### config.mk
export PLATFORM = sky130hd
export DESIGN_NAME = servo_pwm_decoder
export DESIGN_NICKNAME = d
export VERILOG_FILES = /design/src/rtl/servo_pwm_decoder.sv
export SDC_FILE = /design/constraint.sdc
export NUM_CORES = 1
export LEC_CHECK = 0
export CAP_MARGIN = 30
export CORE_AREA = 4 4 114 116
export CTS_BUF_LIST = sky130_fd_sc_hd__clkbuf_2
export DETAILED_ROUTE_END_ITERATION = 7
export DIE_AREA = 0 0 118 120
export PLACE_DENSITY = 0.53
export SKIP_LAST_GASP = 1
export SLEW_MARGIN = 20
export SYNTH_ARGS = -nofsm -noshare
export SYNTH_HDL_FRONTEND = slang
export SYNTH_SLANG_ARGS = --single-unit
### constraint.sdc
create_clock -name CLK -period 6.9 [get_ports CLK]
set_input_delay 1.38 -clock CLK [delete_from_list [all_inputs] [get_ports CLK]]
set_output_delay 1.38 -clock CLK [all_outputs]
set_load 0.005 [all_outputs]
### src/rtl/servo_pwm_decoder.sv
// Servo PWM receive decoder: measures high time and frame period, decodes to a 5-step position.
// Optional build macro SERVO_DEC_FILTER_EN: position only commits after two matching good frames.
module servo_pwm_decoder #(
   parameter int unsigned WIDTH_MIN  = 20_000,
   parameter int unsigned WIDTH_MAX  = 105_000,
   parameter int unsigned PERIOD_MIN = 900_000,
   parameter int unsigned PERIOD_MAX = 1_100_000,
   parameter int unsigned POS_TH0    = 34_375,
   parameter int unsigned POS_TH1    = 53_125,
   parameter int unsigned POS_TH2    = 71_875,
   parameter int unsigned POS_TH3    = 90_625
) (
   input  logic        CLK,
   input  logic        RST,
   input  logic        PWM_IN,
   output logic [20:0] ANCHO,
   output logic [2:0]  POSI,
   output logic        VALIDO,
   output logic        ERR
);

   localparam int CNT_W = 21;

   localparam logic [CNT_W-1:0] W_MIN  = CNT_W'(WIDTH_MIN);
   localparam logic [CNT_W-1:0] W_MAX  = CNT_W'(WIDTH_MAX);
   localparam logic [CNT_W-1:0] P_MIN  = CNT_W'(PERIOD_MIN);
   localparam logic [CNT_W-1:0] P_MAX  = CNT_W'(PERIOD_MAX);
   localparam logic [CNT_W-1:0] TO_CNT = CNT_W'(PERIOD_MAX + 1);
   localparam logic [CNT_W-1:0] TH0    = CNT_W'(POS_TH0);
   localparam logic [CNT_W-1:0] TH1    = CNT_W'(POS_TH1);
   localparam logic [CNT_W-1:0] TH2    = CNT_W'(POS_TH2);
   localparam logic [CNT_W-1:0] TH3    = CNT_W'(POS_TH3);
   localparam logic [CNT_W-1:0] ONE    = CNT_W'(1);

   typedef enum logic [1:0] {IDLE, ALTO, BAJO} state_t;

   function automatic logic [CNT_W-1:0] sat_inc(input logic [CNT_W-1:0] v);
      return (&v) ? v : v + ONE;
   endfunction

   function automatic logic [2:0] decode_pos(input logic [CNT_W-1:0] w);
      if (w < TH0)      return 3'd0;
      else if (w < TH1) return 3'd1;
      else if (w < TH2) return 3'd2;
      else if (w < TH3) return 3'd3;
      else              return 3'd4;
   endfunction

   function automatic logic frame_ok(input logic [CNT_W-1:0] w, input logic [CNT_W-1:0] p);
      return (w >= W_MIN) && (w <= W_MAX) && (p >= P_MIN) && (p <= P_MAX);
   endfunction

   logic             sync_p0, sync_p1, s_d;
   logic             rise, fall;
   state_t           state;
   logic [CNT_W-1:0] wid_cnt, per_cnt, width_lat;
   logic             frame_good;
   logic [2:0]       pos_new;
`ifdef SERVO_DEC_FILTER_EN
   logic             cand_vld;
   logic [2:0]       cand_pos;
`endif

   // Stage p0/p1: two-flop synchronizer; s_d holds history. All ones at reset so a
   // line already high is not mistaken for a rising edge.
   always_ff @(posedge CLK) begin
      if (RST) begin
         sync_p0 <= 1'b1;
         sync_p1 <= 1'b1;
         s_d     <= 1'b1;
      end else begin
         sync_p0 <= PWM_IN;
         sync_p1 <= sync_p0;
         s_d     <= sync_p1;
      end
   end

   assign rise       = sync_p1 & ~s_d;
   assign fall       = ~sync_p1 & s_d;
   assign frame_good = frame_ok(width_lat, per_cnt);
   assign pos_new    = decode_pos(width_lat);

   // Stage p2: frame FSM; counters and latched width are always loaded before use.
   always_ff @(posedge CLK) begin
      if (RST) begin
         state  <= IDLE;
         ANCHO  <= '0;
         POSI   <= '0;
         VALIDO <= 1'b0;
         ERR    <= 1'b0;
`ifdef SERVO_DEC_FILTER_EN
         cand_vld <= 1'b0;
         cand_pos <= '0;
`endif
      end else begin
         VALIDO <= 1'b0;
         case (state)
            IDLE: begin
               if (rise) begin
                  state   <= ALTO;
                  wid_cnt <= ONE;
                  per_cnt <= ONE;
               end
            end
            ALTO: begin
               if (per_cnt == TO_CNT) begin
                  ERR   <= 1'b1;
                  state <= IDLE;
`ifdef SERVO_DEC_FILTER_EN
                  cand_vld <= 1'b0;
`endif
               end else begin
                  wid_cnt <= sat_inc(wid_cnt);
                  per_cnt <= sat_inc(per_cnt);
                  if (fall) begin
                     width_lat <= wid_cnt;
                     state     <= BAJO;
                  end
               end
            end
            BAJO: begin
               if (per_cnt == TO_CNT) begin
                  ERR   <= 1'b1;
                  state <= IDLE;
`ifdef SERVO_DEC_FILTER_EN
                  cand_vld <= 1'b0;
`endif
               end else if (rise) begin
                  // The closing edge of this frame also opens the next one.
                  state   <= ALTO;
                  wid_cnt <= ONE;
                  per_cnt <= ONE;
                  if (frame_good) begin
                     VALIDO <= 1'b1;
                     ANCHO  <= width_lat;
                     ERR    <= 1'b0;
`ifdef SERVO_DEC_FILTER_EN
                     if (cand_vld && (cand_pos == pos_new))
                        POSI <= pos_new;
                     cand_vld <= 1'b1;
                     cand_pos <= pos_new;
`else
                     POSI <= pos_new;
`endif
                  end else begin
                     ERR <= 1'b1;
`ifdef SERVO_DEC_FILTER_EN
                     cand_vld <= 1'b0;
`endif
                  end
               end else begin
                  per_cnt <= sat_inc(per_cnt);
               end
            end
            default: state <= IDLE;
         endcase
      end
   end

endmodule

==> results.py <==
metrics = {
    "grt": {
        "grt_max_degree": 36,
        "grt_pass1_vias": 3305,
        "grt.total_usage": 0.150,
        "overflow": 0,
        "antenna_found_initial": 0,
        "grt_pass1_wl_mm": 17.1,
    },
    "critical_path": {
        "path_class": "register to output pin",
        "worst_ep_required_time_ns": 5.52,
        "critPathCaptureType": "output pin",
        "path_delay_family": "buffers and inverters",
        "cp_cell_sequence": "clkdlybuf4s50_1",
        "path_buf_inv": 1,
        "arrival_ns": 1.51,
        "cp_slowest_stage_delay_ns": 0.50,
        "worst_setup_path_start_kind": "register",
        "cp_slowest_cell": "clkdlybuf4s50_1",
        "crit_path_max_fanout": 2,
    },
    "timing": {
        "fin_tns_setup_ns": 0,
        "finClkSkew_ns": 0.0269,
        "worst_pin_slew_ns": 0.824,
        "rsz0062_at_grt": "no",
        "slew-limit-headroom": 0.451,
        "fin_crit_ns": 2.89,
        "hold_violations": 0,
        "max_clock_freq_ghz": 0.345,
        "final_max_slew_viol_count": 0,
        "setup-violations-final": 0,
        "period_share": 0.420,
    },
    "yosys": {
        "synth_cell_type_count": 54,
        "synth_fa_ha_area_frac": 0.0212,
        "synth_top_area_share": 0.400,
        "synthFlopType": "edfxtp_1",
        "synth.net_count": 468,
        "seq_area_frac_synth": 0.531,
        "synth_edf_count": 63,
        "yosysWarnings": 0,
        "yosysMostFrequentCell": "edfxtp_1",
        "synth_top_family_by_area": "simple AND/OR/NAND/NOR gates",
        "syn_area_per_cell_um2": 10.3,
        "synth.area.mux_share": 0.00847,
        "synth_seq_cells": 94,
        "synth_compound_area_frac": 0.109,
        "synthSimpleGateAreaFrac": 0.241,
        "postSynthCellCount": 457,
        "ys_top_cells_by_area": "edfxtp_1 (40%), dfxtp_1 (13%), nand4_1 (4.2%), xnor2_1 (3.3%), xor2_1 (3.0%)",
        "synth_area_mm2": 0.00473,
        "async_reset_ff_frac": 0,
        "synthTopCellsByCount": "edfxtp_1 (63), nor2_1 (36), nand4_1 (32), dfxtp_1 (31)",
        "synth_xor_xnor_area_share": 0.0630,
        "yosysTopAreaCell": "edfxtp_1",
    },
    "placement": {
        "portBuffers": 28,
        "hpwl_mm": 6.99,
        "gp_congestion": 0.825,
        "dp.cells": 614,
    },
    "clock_tree": {
        "path_clk_slew_ns": 0.28,
        "cts_buffers": 9,
        "cts_tree": "yes",
        "cts-root-buf": "clkbuf_2",
        "h-tree-depth": 3,
        "cts.sinks": 94,
        "hold_buffers": 0,
        "clk_latency_ns": 0.60,
        "post_cts_resized": 0,
        "clockBufferDepth": 2,
        "cts_setup_buffers": 0,
    },
    "power": {
        "clkPwrFrac": 0.313,
        "intPower_mw": 0.715,
        "power-per-cell-area_mw_per_mm2": 181,
        "p_sw_mw": 0.239,
        "p_comb_frac": 0.039,
        "vdd_ir_drop_max_uv": 89.5,
        "pwr-share-seq": 0.648,
        "totalPowerFinal_mw": 0.954,
        "swShare": 0.250,
        "leakage_nw": 1.68,
    },
    "route": {
        "wire_per_inst_um": 15.9,
        "ant_nets": 0,
        "drt-pass1-iter-count": 4,
        "drt_iter0_drc": 187,
        "vias": 3442,
        "via_per_inst": 5.46,
        "wl_mm": 10.0,
        "route.detailed.drc": 0,
    },
    "final_layout": {
        "utilization": 0.443,
        "drive_above_1_share": 0.0683,
        "antennaDiodeCount": 0,
        "final_cell_count_no_fill": 630,
        "synthToLayoutAreaGrowth_pct": 11.6,
        "layout.nets": 489,
    },
    "floorplan": {
        "pin_count": 29,
        "start_util": 0.397,
        "die-area_mm2": 0.0142,
        "core_mm2": 0.0119,
        "die-width_um": 118,
        "chipHeight_um": 120,
        "row_count": 40,
    },
    "min_path": {
        "hold_class": "register to register",
    },
    "outcome": {
        "status": "completed",
    },
    "job": {
        "cap_violations": 0,
    },
}
## per-stage QoR
| stage | setup WS [ns] | hold slack (ns) | area, um^2 |
|---|---|---|---|
| after floorplan | 1.32 | 0.389 | 4730 |
| final | 4.01 | 0.445 | 5280 |
| after CTS | 3.93 | 0.449 | 5280 |
| after global routing | 3.82 | 0.485 | 5280 |
| after detailed placement | 3.91 | 0.393 | 5150 |
| after global placement | 3.94 | 0.394 | 5150 |
## power groups by stage
stage	registers (mW)	clock network [mW]	logic (mW)
floorplan	0.627	0	0.0276
global placement	0.629	0	0.0366
detailed placement	0.629	0	0.0374
CTS	0.618	0.316	0.0377
global route	0.620	0.337	0.0421
finish	0.618	0.299	0.0371
## final timing paths
path,startpoint,endpoint,slack (ns),cells past startpoint
setup / recovery,ANCHO[10],ANCHO[10],4.01,1
hold / removal,sync_p0,sync_p1,0.44,1
hold reg to reg,sync_p0,sync_p1,0.44,1
setup reg to reg,per_cnt[19],POSI[2],4.20,6
## layout make-up
cell class                      instances  area [um^2]
Sequential cell                        94         2510
Clock inverter                          6         77.6
Clock buffer                           10         50.0
Fill cell                            1165         6630
Multi-Input combinational cell        333         2110
Tap cell                              147          184
Timing Repair Buffer                   33          318
Inverter                                7         26.3
## placed cells by master, fill, tap and decap left out, drive strengths merged, types with 9 or more instances in the layout
cell type / synthesis / final
dfxtp: 31 / 31
nor3: 11 / 11
clkdlybuf4s50: 0 / 28
and2: 20 / 20
xor2: 16 / 16
inv: 7 / 11
nor2: 37 / 37
o21ai: 28 / 28
clkbuf: 18 / 10
xnor2: 18 / 18
nor4: 9 / 9
edfxtp: 63 / 63
nand3: 24 / 24
nand2: 27 / 27
nand4: 32 / 32
a21oi: 27 / 27
## routing by layer
layer  global-route usage  wire length [um]
met5                    0                 0
met4               0.0652               194
met3               0.0325               291
met2                0.211              4240
met1                0.221              5310
## state kept, by name, summed over array words and instances (netlist names)
name       cells
ANCHO         21
per_cnt       21
wid_cnt       21
width_lat     21
POSI           3
state          2
ERR            1
VALIDO         1
s_d            1
sync_p0        1
sync_p1        1
## worst reg2reg max path, stage by stage, from the launching register on
cell and delay (ns):
edfxtp_1 0.54, nor3_1 0.32, and4b_1 0.27, o32a_1 0.15, nand4_1 0.58, or4b_4 0.75
o21ai_2 0.06
## kinds of logic (layout without fill, tap and decap cells)
group,count (synthesis),count (layout)
XOR/XNOR,34,34
adder cells (fa/ha/maj),8,8
multiplexers,4,4
AND/OR/NAND/NOR,203,203
AO/OA/AOI/OAI,84,84
buffers and inverters,30,56
flip-flops,94,94
Power figures use the tool's default switching activity.
